--- config.mk ---
export PLATFORM = sky130hd
export DESIGN_NAME = serial_adder
export DESIGN_NICKNAME = d
export VERILOG_FILES = /design/src/rtl/arith_pkg.sv /design/src/rtl/full_adder_cell.sv /design/src/rtl/serial_adder.sv
export SDC_FILE = /design/constraint.sdc
export NUM_CORES = 1
export LEC_CHECK = 0
export CORE_AREA = 2 2 68 70
export CTS_BUF_LIST = sky130_fd_sc_hd__clkbuf_4 sky130_fd_sc_hd__clkbuf_8
export DETAILED_ROUTE_END_ITERATION = 6
export DIE_AREA = 0 0 70 72
export GPL_TIMING_DRIVEN = 0
export SLEW_MARGIN = 25
export SYNTH_ARGS = -nofsm -noshare
export SYNTH_HDL_FRONTEND = slang
export SYNTH_HIERARCHICAL = 1
export SYNTH_SLANG_ARGS = --single-unit
--- constraint.sdc ---
create_clock -name clk -period 4.2 [get_ports clk]
set_input_delay 0.84 -clock clk [delete_from_list [all_inputs] [get_ports clk]]
set_output_delay 0.84 -clock clk [all_outputs]
set_load 0.1 [all_outputs]
--- src/rtl/arith_pkg.sv ---
// Shared arithmetic types: serial-adder FSM states and counter sizing helper.
package arith_pkg;

   typedef enum logic [1:0] {
      IDLE = 2'd0,
      RUN  = 2'd1,
      DONE = 2'd2
   } state_e;

   // Bit-counter width that holds 0..WIDTH-1 with headroom so it never wraps in a run.
   function automatic int unsigned cnt_width(input int unsigned w);
      return int'($clog2(w)) + 1;
   endfunction

endpackage : arith_pkg

--- src/rtl/full_adder_cell.sv ---
// Single-bit combinational full adder.
module full_adder_cell (
   input  logic a,
   input  logic b,
   input  logic ci,
   output logic s,
   output logic co
);

   // Sum and carry of one bit position.
   always_comb begin
      s  = a ^ b ^ ci;
      co = (a & b) | (ci & (a ^ b));
   end

endmodule : full_adder_cell

--- src/rtl/serial_adder.sv ---
// Bit-serial adder: one full-adder cell plus carry flop, LSB first, parallel load/unload.
module serial_adder
   import arith_pkg::*;
#(
   parameter int unsigned WIDTH = 8
) (
   input  logic             clk,
   input  logic             rst_n,
   input  logic             start,
   input  logic [WIDTH-1:0] a,
   input  logic [WIDTH-1:0] b,
   input  logic             cin,
   output logic             busy,
   output logic             done,
   output logic [WIDTH-1:0] sum,
   output logic             cout
);

   localparam int unsigned CW = cnt_width(WIDTH);

   state_e           state_q,  state_d;
   logic [WIDTH-1:0] opa_q,    opa_d;
   logic [WIDTH-1:0] opb_q,    opb_d;
   logic [WIDTH-1:0] sum_sr_q, sum_sr_d;
   logic [WIDTH-1:0] sum_q,    sum_d;
   logic [CW-1:0]    cnt_q,    cnt_d;
   logic             carry_q,  carry_d;
   logic             busy_q,   busy_d;
   logic             done_q,   done_d;
   logic             cout_q,   cout_d;

   logic             fa_s;
   logic             fa_co;
   logic [WIDTH-1:0] sum_sr_next;

   full_adder_cell u_fa (
      .a  (opa_q[0]),
      .b  (opb_q[0]),
      .ci (carry_q),
      .s  (fa_s),
      .co (fa_co)
   );

   // Shift the new sum bit in at the MSB so the LSB lands at bit 0 after WIDTH steps.
   always_comb begin
      sum_sr_next = (sum_sr_q >> 1) | (WIDTH'(fa_s) << (WIDTH - 1));
   end

   // Next-state, datapath and output decode.
   always_comb begin
      state_d  = state_q;
      opa_d    = opa_q;
      opb_d    = opb_q;
      sum_sr_d = sum_sr_q;
      sum_d    = sum_q;
      cnt_d    = cnt_q;
      carry_d  = carry_q;
      busy_d   = busy_q;
      done_d   = 1'b0;
      cout_d   = cout_q;

      unique case (state_q)
         IDLE, DONE: begin
            if (start) begin
               state_d  = RUN;
               opa_d    = a;
               opb_d    = b;
               carry_d  = cin;
               sum_sr_d = '0;
               cnt_d    = '0;
               busy_d   = 1'b1;
            end else begin
               state_d  = IDLE;
            end
         end
         RUN: begin
            opa_d    = opa_q >> 1;
            opb_d    = opb_q >> 1;
            sum_sr_d = sum_sr_next;
            carry_d  = fa_co;
            cnt_d    = cnt_q + CW'(1);
            if (cnt_q == CW'(WIDTH - 1)) begin
               state_d = DONE;
               busy_d  = 1'b0;
               done_d  = 1'b1;
               sum_d   = sum_sr_next;
               cout_d  = fa_co;
            end
         end
         default: begin
            state_d = IDLE;
            busy_d  = 1'b0;
         end
      endcase
   end

   // State and datapath registers; reset aborts any run in progress.
   always_ff @(posedge clk or negedge rst_n) begin
      if (!rst_n) begin
         state_q  <= IDLE;
         opa_q    <= '0;
         opb_q    <= '0;
         sum_sr_q <= '0;
         sum_q    <= '0;
         cnt_q    <= '0;
         carry_q  <= 1'b0;
         busy_q   <= 1'b0;
         done_q   <= 1'b0;
         cout_q   <= 1'b0;
      end else begin
         state_q  <= state_d;
         opa_q    <= opa_d;
         opb_q    <= opb_d;
         sum_sr_q <= sum_sr_d;
         sum_q    <= sum_d;
         cnt_q    <= cnt_d;
         carry_q  <= carry_d;
         busy_q   <= busy_d;
         done_q   <= done_d;
         cout_q   <= cout_d;
      end
   end

   assign busy = busy_q;
   assign done = done_q;
   assign sum  = sum_q;
   assign cout = cout_q;

endmodule : serial_adder
After elaboration in Yosys (flattened, before gate mapping)
Index checks and enable logic that the tools add are counted.
- word-level logic and storage cells: 46
- bits of input ports: 20
- output and inout port bits: 11
- register bits: 42
- bitwise logic cells: 6
- eq/ne operators: 5
- muxes and demuxes: 18
- add/subtract/negate cells: 1
- reduce and logical (&&, ||, !) cells: 6
- operator list (kind ; count):
    8-bit case mux with 2 select lines ; 3
    8-bit 2-to-1 mux ; 3
    7-bit by 8-bit OR with 8-bit output ; 1
    4-bit case mux with 2 select lines ; 1
    1-bit 2-to-1 mux ; 6
    2-bit AND reduction ; 3
    4-bit by 1-bit adder with 4-bit output (second input constant) ; 1
    4-bit by 3-bit equality test with 1-bit output (second input constant) ; 1
    4-bit 2-to-1 mux ; 1
    2-bit != test (second input constant) ; 2
    1-bit case mux with 2 select lines ; 2
    2-bit case mux with 2 select lines ; 1
    1-bit AND ; 2
    2-bit by 1-bit equality test with 1-bit output (second input constant) ; 1
    2-bit equality test (second input constant) ; 1
    2-bit logical NOT ; 1
    2-bit 2-to-1 mux ; 1
    2-bit nonzero test ; 1
    2-bit OR reduction ; 1
    1-bit XOR ; 2
    1-bit OR ; 1

Longest topological paths before layout
- word-level depth: 4
- gate-level depth with buffers: 5
- mapped depth without buffers: 4

Hierarchy
Netlist, hierarchy kept.
- modules (own cells, without submodules) (module ; times used ; cells each ; area an instance (µm²) ; seq. area each (µm²)):
    serial_adder ; 1 ; 118 ; 1664.1 ; 1026.0
    full_adder_cell ; 1 ; 1 ; 20.0 ; 0.0

Least setup slack after synthesis
No wires, ideal clock.
- path type: register -> output
- start point: register busy_q, in the netlist busy
- end point: output port busy
- stages on the path, launching flop included: 1
- buffers on the path: 0
- data required time: 3.360 ns
- setup slack: 2.448 ns
- arrival time: 0.912 ns
- cell sequence: dfrtp_1
- RTL lines (item ; RTL line ; RTL):
    start: declaration ; serial_adder.sv:28 ; logic busy_q, busy_d;
    start signal: assignment ; serial_adder.sv:118 ; busy_q <= busy_d;
    end: declaration ; serial_adder.sv:13 ; output logic busy,
No word-level cell between the ends.

Worst setup path in the final report
- start point: register busy_q, in the netlist busy
- end point: output port busy
No word-level cell between the ends.

==> qor.txt <==
Status - completed
Area contributors post-synth - dfrtp_1 (61%), a22o_1 (13%), a21o_1 (6.7%)
CTS root buf - clkbuf_8
CP required - 3.36 ns
Initial antenna violation count - 0
Most common cell after layout, fill and taps aside - dfrtp_1
Register area share after synthesis - 60.92%
Worst path slowest cell - clkdlybuf4s50_1
RSZ-0062 raised after global routing - false
Post-CTS Setup Bufs - 0
Hold buffer count at CTS - 0
Post-cts sizing count - 0
Cells after synthesis - 119
Crit end category - output port
Via-to-Cell Ratio - 5.249
CP startpoint kind - flop
First-pass GRT wire length - 5595 um
Vias - 1097
Htree depth - 2
MaxCap Viol Count - 0
Total GRT Usage - 14.57%
Critical-path cell list - clkdlybuf4s50_1
Worst Path Max Fanout - 3
Final min period - 2.666 ns
Slew Limit Fails - 0
PortBufs - 30
DIE WIDTH - 70 um
Total negative slack - 0 ns
Register Area - 0.001026 mm^2
Total power divided by cell area - 875.4 mW/mm^2
Synth warn - 6
Worst path max stage delay - 1.15 ns
Worst-Margin Slew - 0.9793 ns
Worst path top cell family by delay - buffers and inverters
First-pass DRT Iterations - 4
Synth unique cells - 23
Routed WL - 3098 um
#FFs+latches synth - 41
Initial core utilization - 39.50%
Post-synth top area share - 60.92%
Syn Std Cell Area - 0.001684 mm^2
Clk buf depth - 2
Skew-Pair Late Insertion Delay - 0.29 ns
Static Leak - 1.069 nW
Fmax - 0.3750 GHz
Crit path kind - reg -> out
Vias in the first global route - 1189
Cell Rows - 24
Fraction of layout cells with a size suffix above 1 - 13.38%
Fillers - 374
Die height - 72 um
Area occupied by multi-input gates - 598.1 um^2
Worst Hold Class - reg -> reg
DRT iter0 DRCs - 56
Peak supply drop - 0.0003053 V
CTS tree - done
CP Buf/Inv Count - 1
Post-route ant nets - 0
GPL Wtd Cong - 0.6770
Post-DP HPWL - 2226 um
Layout Nets - 179
N_diodes - 0
Clk slew on worst S/H paths - 0.07 ns
Most frequent cells in the layout - dfrtp_1 (41), clkdlybuf4s50_1 (29), a22o_1 (25)
Area leader, netlist - dfrtp_1
Clk_skew - 0.004221 ns
Die footprint - 0.005040 mm^2
Fin crit share - 63.48%
# setup viols final - 0
CTS Buf Count - 5
Post-synthesis net count - 141
Final core occ - 50.70%
Syn Area/Cell - 14.15 um^2
Residual DRC - 0
Gr ovfl total - 0
Area growth, synth to finish - 28.38%
Core Region - 0.004264 mm^2
Max-slew headroom - 34.51%
Arrival @ worst endpoint - 1.83 ns
Largest net degree at the start of global routing - 22
WL/cell - 14.82 um
Top Ports - 31
Clock Sinks - 41
Final Hold Violating Endpoints - 0
-- cell families after synthesis --
kind of cell | share of synthesized area (%)
and+or+nand+nor | 6.018
muxes | 7.281
adders and majority gates | 1.932
buffers and inverters | 3.566
AOI/OAI and AO/OA | 20.28
DFF | 60.92
-- stage by stage --
step	hold WS, ns	area (um^2)	power [W]	setup slack [ns]	cells
floorplan	0.4361	1684	0.001408	2.448	119
CTS	0.4822	2162	0.001913	1.515	209
finish	0.4819	2162	0.001893	1.534	209
global route	0.5097	2162	0.002019	1.491	209
detailed placement	0.4654	2072	0.001649	1.840	202
global placement	0.4544	2049	0.001617	1.324	201
-- cell usage after synthesis --
library cell and count:
nand4_1 1, nand3b_1 3, nor2_4 1, fa_1 1, nor2b_1 1, mux2_1 9, nor3b_2 1, buf_6 2
buf_4 3, nor2b_2 1, mux2_2 1, nand2b_1 1, buf_2 3, nand3_1 1, mux2i_1 1, nand2_1 3
a22o_1 25, nor2_1 1, dfrtp_1 41, ha_1 1, a21o_1 15, nor3b_1 1, o21ai_0 2
-- state kept, by name (all words and copies together), names as in the netlist --
name and count:
opb_q 8, busy 1, sum_sr_q 7, opa_q 8, cout 1, done 1, state_q 2, carry_q 1
sum 8, cnt_q 4
-- per-layer routing --
metal	part of all wire, %	track usage [%]
met5	0	0
met2	47	22.86
met4	2.0	8.333
met3	5.2	3.333
met1	46	18.80
-- power by group --
part,total [W],internal (W),switching (W)
combinational,0.000952,0.000366,0.000586
clock,0.000260,0.000137,0.000123
sequential,0.000681,0.000570,0.000111
-- worst paths after layout --
path | from | slack [ns] | end | cells past startpoint
setup reg to reg | cnt_q[0] | 2.62 | cout | 5
min in group asynchronous | rst_n | 0.52 | done | 1
setup / recovery | busy | 1.53 | busy | 1
hold / removal | opa_q[5] | 0.48 | opa_q[5] | 1
hold reg to reg | opa_q[5] | 0.48 | opa_q[5] | 1
max in group asynchronous | rst_n | 3.21 | opa_q[0] | 2
-- final cells by class --
class | instances | area share [%]
Tap cell | 52 | 3.009
Timing Repair Buffer | 31 | 14.93
Clock buffer | 7 | 4.167
Sequential cell | 41 | 47.45
Multi-Input combinational cell | 70 | 27.66
Buffer | 8 | 2.778
Note: power is estimated with default switching activity, not from simulation.
